File: config.mk
export PLATFORM = sky130hd
export DESIGN_NAME = keyboard
export DESIGN_NICKNAME = d
export VERILOG_FILES = /design/src/rtl/keyboard.sv
export SDC_FILE = /design/constraint.sdc
export NUM_CORES = 1
export LEC_CHECK = 0
export CAP_MARGIN = 20
export CORE_MARGIN = 5
export CORE_UTILIZATION = 50
export DETAILED_ROUTE_END_ITERATION = 10
export PLACE_DENSITY = 0.67
export SYNTH_ARGS = -nofsm -noshare
export SYNTH_HDL_FRONTEND = slang
export SYNTH_SLANG_ARGS = --single-unit
File: constraint.sdc
create_clock -name CLOCK_50 -period 2.1 [get_ports CLOCK_50]
set_input_delay 0.42 -clock CLOCK_50 [delete_from_list [all_inputs] [get_ports CLOCK_50]]
set_output_delay 0.42 -clock CLOCK_50 [all_outputs]
set_load 0.05 [all_outputs]
File: src/rtl/keyboard.sv
// ============================================================================
//  Module      : keyboard
//  Description : PS/2 receive-only keyboard decoder; reports the held game key.
//  Revision    : 1.0  initial release
// ============================================================================
`default_nettype none

module keyboard (
    input  logic       CLOCK_50,
    input  logic       reset,
    input  logic       PS2_CLK,
    input  logic       PS2_DATA,
    output logic [4:0] KEYSTROKE
);

    localparam logic [13:0] c_TIMEOUT = 14'd9999;
    localparam logic [3:0]  c_LAST_BIT = 4'd10;
    localparam logic [4:0]  c_NONE = 5'b11111;

    logic        r_clk_s1, r_clk_s2, r_dat_s1, r_dat_s2;
    logic [2:0]  r_filt_cnt;
    logic        r_filt_clk;
    logic [9:0]  r_shift;
    logic [3:0]  r_bitcnt;
    logic [13:0] r_to_cnt;
    logic        r_byte_valid;
    logic [7:0]  r_byte;
    logic        r_ext, r_brk;
    logic [4:0]  r_keystroke;

    logic        w_fall;
    logic [10:0] w_frame;
    logic        w_frame_ok;
    logic [4:0]  w_code;
    logic        w_hit;

    always_ff @(posedge CLOCK_50) begin
        if (reset) begin
            r_clk_s1 <= 1'b1;
            r_clk_s2 <= 1'b1;
            r_dat_s1 <= 1'b1;
            r_dat_s2 <= 1'b1;
        end else begin
            r_clk_s1 <= PS2_CLK;
            r_clk_s2 <= r_clk_s1;
            r_dat_s1 <= PS2_DATA;
            r_dat_s2 <= r_dat_s1;
        end
    end

    // Filtered level flips on the 8th consecutive sample that disagrees with it
    always_ff @(posedge CLOCK_50) begin
        if (reset) begin
            r_filt_cnt <= 3'd0;
            r_filt_clk <= 1'b1;
        end else if (r_clk_s2 == r_filt_clk) begin
            r_filt_cnt <= 3'd0;
        end else if (r_filt_cnt == 3'd7) begin
            r_filt_cnt <= 3'd0;
            r_filt_clk <= ~r_filt_clk;
        end else begin
            r_filt_cnt <= r_filt_cnt + 3'd1;
        end
    end

    assign w_fall     = r_filt_clk && (r_clk_s2 != r_filt_clk) && (r_filt_cnt == 3'd7);
    assign w_frame    = {r_dat_s2, r_shift};
    assign w_frame_ok = !w_frame[0] && w_frame[10] && (^w_frame[9:1]);

    always_ff @(posedge CLOCK_50) begin
        if (reset) begin
            r_shift      <= 10'd0;
            r_bitcnt     <= 4'd0;
            r_to_cnt     <= 14'd0;
            r_byte_valid <= 1'b0;
            r_byte       <= 8'd0;
        end else begin
            r_byte_valid <= 1'b0;
            if (w_fall) begin
                r_to_cnt <= 14'd0;
                r_shift  <= {r_dat_s2, r_shift[9:1]};
                if (r_bitcnt == c_LAST_BIT) begin
                    r_bitcnt     <= 4'd0;
                    r_byte_valid <= w_frame_ok;
                    r_byte       <= w_frame[8:1];
                end else begin
                    r_bitcnt <= r_bitcnt + 4'd1;
                end
            end else if (r_bitcnt != 4'd0) begin
                // A stalled partial frame is dropped so the next start bit realigns
                if (r_to_cnt == c_TIMEOUT) begin
                    r_to_cnt <= 14'd0;
                    r_bitcnt <= 4'd0;
                end else begin
                    r_to_cnt <= r_to_cnt + 14'd1;
                end
            end else begin
                r_to_cnt <= 14'd0;
            end
        end
    end

    always_comb begin
        w_code = c_NONE;
        w_hit  = 1'b0;
        case ({r_ext, r_byte})
            9'h01D: begin w_code = 5'b00000; w_hit = 1'b1; end
            9'h01B: begin w_code = 5'b00001; w_hit = 1'b1; end
            9'h01C: begin w_code = 5'b00010; w_hit = 1'b1; end
            9'h023: begin w_code = 5'b00011; w_hit = 1'b1; end
            9'h175: begin w_code = 5'b00100; w_hit = 1'b1; end
            9'h172: begin w_code = 5'b00101; w_hit = 1'b1; end
            9'h16B: begin w_code = 5'b00110; w_hit = 1'b1; end
            9'h174: begin w_code = 5'b00111; w_hit = 1'b1; end
            9'h029: begin w_code = 5'b01000; w_hit = 1'b1; end
            9'h05A: begin w_code = 5'b01001; w_hit = 1'b1; end
            default: begin w_code = c_NONE; w_hit = 1'b0; end
        endcase
    end

    always_ff @(posedge CLOCK_50) begin
        if (reset) begin
            r_ext       <= 1'b0;
            r_brk       <= 1'b0;
            r_keystroke <= c_NONE;
        end else if (r_byte_valid) begin
            if (r_byte == 8'hE0) begin
                r_ext <= 1'b1;
            end else if (r_byte == 8'hF0) begin
                r_brk <= 1'b1;
            end else begin
                r_ext <= 1'b0;
                r_brk <= 1'b0;
                if (w_hit) begin
                    if (!r_brk) begin
                        r_keystroke <= w_code;
                    end else if (w_code == r_keystroke) begin
                        r_keystroke <= c_NONE;
                    end
                end
            end
        end
    end

    assign KEYSTROKE = r_keystroke;

endmodule

`default_nettype wire

Word-level counts from Yosys, hierarchy flattened

Index checks and enable logic that the tools add are counted.

ROM bits: 0
Bits in registers: 52
Input port bits: 4
Bits in writable memories: 0
Logic and storage cells: 74
Output and inout bits: 5
Memories: 0
Bits in latches: 0

Add/sub/neg operators: 3
Bitwise operators: 7
Equal/unequal tests: 20
Reductions and logical operators: 19
$mul: 0
Shifts and indexed selects: 0
Mux-type cells: 11
$lt $le $gt $ge: 0
Div/mod/pow operators: 0

Operator list:

| cell                  | count |
|---|---|
| $pmux 5 s10           | 1 |
| $eq 9x9->1 const B    | 4 |
| $eq 9x5->1 const B    | 3 |
| $eq 9x6->1 const B    | 2 |
| $eq 8x8->1 const B    | 2 |
| $mux 4                | 4 |
| $add 14x1->14 const B | 1 |
| $eq 14x14->1 const B  | 1 |
| $mux 5                | 2 |
| $reduce_and 2->1      | 5 |
| $reduce_or 10->1      | 1 |
| $eq 9x7->1 const B    | 1 |
| $reduce_xor 9->1      | 1 |
| $not 1->1             | 7 |
| $reduce_or 3->1       | 2 |
| $eq 5x5->1            | 1 |
| $reduce_and 5->1      | 1 |
| $add 4x1->4 const B   | 1 |
| $eq 4x4->1 const B    | 1 |
| $logic_and 1x1->1     | 4 |
| $mux 1                | 4 |
| $reduce_bool 2->1     | 2 |
| $reduce_bool 4->1     | 1 |
| $reduce_or 4->1       | 1 |
| other kinds (7)       | 7 |

Depth between registers and ports, before layout

Depth after elaboration: 5
Mapped depth: 9
Gate-level depth less buffers: 9

Worst setup path after synthesis

OpenSTA, ideal clock, no wires.

Path type: register to register
From: register r_byte[5]
To: register r_keystroke[4], in the netlist KEYSTROKE[4]
Path buffers: 1
Arrival time: 1.787 ns
Path slack: 0.191 ns
Data required time: 1.978 ns
Library setup time: 0.122 ns
Period minus slack after synthesis: 1.909 ns
Stages on the path, launching flop included: 9
Cells stage by stage: dfxtp_1 buf_4 and4bb_2 nand4_2 a32oi_2 nor2_1 mux2i_1 and4_4 a221o_1

Word-level cells in the longest chain between the ends: 5
Elaborated cells on any way between the ends: 21
Those cells by class: eq/ne (14); mux (3); bitwise (2); reduce/logical (2)

RTL lines:

| what                               | line | text |
|---|---|---|
| start, declared                    | 27   | `logic [7:0] r_byte;` |
| start signal, assigned             | 85   | `r_byte <= w_frame[8:1];` |
| $eq 9x7->1 (tied with other cells) | 106  | `case ({r_ext, r_byte})` |
| $pmux 5 s10                        | 106  |  |
| $eq 5x5->1                         | 137  | `end else if (w_code == r_keystroke) begin` |
| $ne 2x1->1 (no source line)        | n/a  |  |
| $reduce_and 5->1 (no source line)  | n/a  |  |
| end signal, assigned               | 125  | `r_keystroke <= c_NONE;` |
| end signal, assigned               | 136  | `r_keystroke <= w_code;` |
| end signal, assigned               | 138  | `r_keystroke <= c_NONE;` |
| end, declared                      | 29   | `logic [4:0] r_keystroke;` |

Parallel ways exist; a longest one is shown, timed or not.
A chain may end at the register's enable or synchronous reset.

Worst setup path after layout

From: register r_keystroke[1], in the netlist KEYSTROKE[1]
To: output port KEYSTROKE[1]

RTL lines:

| what          | line | text |
|---|---|---|
| end, declared | 13   | `output logic [4:0] KEYSTROKE` |

No word-level cell between the ends.

==> results.sh <==
export IMPL_yosysWarnings=0
export IMPL_clk_pin_slew_ns=0.09
export IMPL_synth_cells=299
export IMPL_dr_first_iter_drc_count=127
export IMPL_max_freq_mhz=492
export IMPL_cts_sinks=52
export IMPL_powerDensity_nw_per_um2=543
export IMPL_fp_coreArea_um2=5070
export IMPL_synth_ff_type="dfxtp_1"
export IMPL_synth_top_area_share_pct=40.2
export IMPL_wl_per_cell_um=12.7
export IMPL_overflow=0
export IMPL_finClkSkew_ns=0.00209
export IMPL_worst_path_buf_inv=1
export IMPL_arrival_ns=1.61
export IMPL_track_usage_pct=16.2
export IMPL_clock_latency_ns=0.30
export IMPL_outcome="complete, no violations"
export IMPL_post_dp_hpwl_um=3470
export IMPL_end_kind="primary output"
export IMPL_drcViolationCount=0
export IMPL_synthTopCellsByCount="dfxtp_1, nor2_1, nand2_1"
export IMPL_synth_seq_cells=52
export IMPL_met3_usage_pct=3.62
export IMPL_placed_area_um2=2790
export IMPL_wirelength_um=4860
export IMPL_syn_cell_area_um2=2590
export IMPL_grt_pass1_wl_um=8540
export IMPL_fin_hold_ws_ns=0.418
export IMPL_vias_per_cell=5.43
export IMPL_vias=2081
export IMPL_cts_path_max_buffers=2
export IMPL_antenna_cells=0
export IMPL_clockRootBuffer="clkbuf_8"
export IMPL_synth_fp_nets=310
export IMPL_slew_headroom_pct=66.8
export IMPL_postLayoutCellArea_um2=2960
export IMPL_setup_viol=0
export IMPL_synth_most_common_cell="dfxtp_1"
export IMPL_cp_slowest_cell="clkdlybuf4s50_1"
export IMPL_cp_cell_sequence="clkdlybuf4s50_1"
export IMPL_fp_row_count=26
export IMPL_synthTopCellsByArea="dfxtp_1, nor2_1, nand2_1"
export IMPL_grt_max_degree=33
export IMPL_cts_tree="done"
export IMPL_dieWidth_um=82.0
export IMPL_antenna_found_initial=0
export IMPL_place_gp_congestion=0.814
export IMPL_place_inst=375
export IMPL_yosysTopAreaCell="dfxtp_1"
export IMPL_ant_nets=0
export IMPL_dieArea_um2=6720
export IMPL_first_pass_iters=4
export IMPL_period_share_pct=96.7
export IMPL_hold_buffers=0
export IMPL_max_cap_viol_count=0
export IMPL_slew_violations=0
export IMPL_avgSynthCellArea_um2=8.67
export IMPL_drive_gt1_share_pct=15.3
export IMPL_cp_max_fo=6
export IMPL_cpPeakStageDelay_ns=0.85
export IMPL_max_vdd_ir_drop_uv=534
export IMPL_fin_crit_ns=2.03
export IMPL_fin_cells=383
export IMPL_yosysSeqAreaShare_pct=40.2
export IMPL_initial_core_util_pct=51.1
export IMPL_grt_pass1_vias=1944
export IMPL_area_delta_synth_final_pct=14.3
export IMPL_hp_class="flop to flop"
export IMPL_h_tree_depth=2
export IMPL_gr_max_usage_layer="met2"
export IMPL_use_met2_pct=26.0
export IMPL_hold_viol=0
export IMPL_worstSetupStartpointType="flop"
export IMPL_async_flop_share_pct=0
export IMPL_crit_family="buffers and inverters"
export IMPL_use_met1_pct=20.9
export IMPL_synth_cell_types=54
export IMPL_cts_made_buffers=5
export IMPL_worst_pin_slew_ns=0.496
export IMPL_io_buffers=8
export IMPL_p_leak_nw=1.06
export IMPL_cp_required_ns=1.68
export IMPL_nets=323
export IMPL_ios=9
export IMPL_synth_edf_count=0
export IMPL_dieHeight_um=82.0
export IMPL_crit_type="flop to primary output"
==> cell usage in the layout (no fill, tap or decap), types with 6 or more instances in the layout <==
master / count
mux2i_1: 10
clkdlybuf4s50_1: 8
nand3_1: 9
nor2_1: 46
clkbuf_8: 6
ha_1: 7
nand2_1: 34
a21oi_1: 17
xnor2_1: 12
and3_1: 6
inv_1: 9
xor2_1: 9
dfxtp_1: 44
nor2b_1: 6
buf_4: 13
dfxtp_2: 6
==> path summary, 6_finish.rpt <==
path,start,to,slack (ns),cells after the start
setup / recovery,KEYSTROKE[1]$_SDFFE_PP1P_,KEYSTROKE[1],0.07,1
hold / removal,r_dat_s1$_SDFF_PP1_,r_dat_s2$_SDFF_PP1_,0.42,1
setup reg to reg,r_byte[4]$_SDFFE_PP0P_,KEYSTROKE[4]$_SDFFE_PP1P_,0.08,7
hold reg to reg,r_dat_s1$_SDFF_PP1_,r_dat_s2$_SDFF_PP1_,0.42,1
==> layout make-up <==
| cell class | count | area [um^2] |
|---|---|---|
| sequential | 52 | 1060 |
| inverter | 9 | 33.8 |
| multi-input combinational | 223 | 1510 |
| fill | 478 | 2110 |
| clock inverter | 2 | 13.8 |
| clock buffer | 6 | 82.6 |
| tap | 70 | 87.6 |
| timing repair buffer | 21 | 178 |
==> per-stage QoR <==
step | power, W | setup slack, ns | util, % | setup TNS (ns)
floorplan | 0.00103 | 0.191 | - | 0
detailed placement | 0.00104 | 0.0496 | 54.9 | 0
finish | 0.00161 | 0.0689 | 58.4 | 0
global placement | 0.00104 | 0.0566 | 54.9 | 0
CTS | 0.00164 | 0.0271 | 56.8 | 0
global route | 0.00169 | -0.0473 | 58.4 | -0.163
==> sequential cells by signal, indices dropped and copies added (netlist names) <==
| name | flops |
|---|---|
| r_to_cnt | 14 |
| KEYSTROKE | 5 |
| r_byte_valid | 1 |
| r_filt_clk | 1 |
| r_byte | 8 |
| r_dat_s1 | 1 |
| r_clk_s2 | 1 |
| r_filt_cnt | 3 |
| r_bitcnt | 4 |
| r_clk_s1 | 1 |
| r_shift | 10 |
| r_ext | 1 |
| r_dat_s2 | 1 |
| r_brk | 1 |
==> report_power, final <==
| part | switching (W) | internal, W | leakage (nW) |
|---|---|---|---|
| logic | 0.0000163 | 0.0000122 | 0.581 |
| registers | 0.00000112 | 0.000986 | 0.425 |
| clock network | 0.000323 | 0.000270 | 0.0516 |
| total | 0.000341 | 0.00127 | 1.06 |
==> layer usage <==
layer	wire, um	part of all wire, %	vias to the layer above
li1	-	-	1063
met1	2340	48	960
met2	2220	46	50
met3	222	4.6	8
met4	75	1.5	0
met5	0	0	-
==> cell families (layout without fill, tap and decap cells) <==
group / count (synthesis) / count (layout) / synth area share (%)
buf+inv: 24 / 38 / 4.06
xor+xnor: 22 / 22 / 7.44
compound gates: 45 / 45 / 12.9
mux: 11 / 11 / 4.39
simple gates: 138 / 138 / 27.6
flops: 52 / 52 / 40.2
fa+ha+maj: 7 / 7 / 3.38
==> repair_timing <==
action | CTS | global route
setup buffers | 0 | 0
setup endpoints to repair | 0 | 19
resized for setup | 0 | 20
No activity file was read; power rests on OpenSTA's default activity.
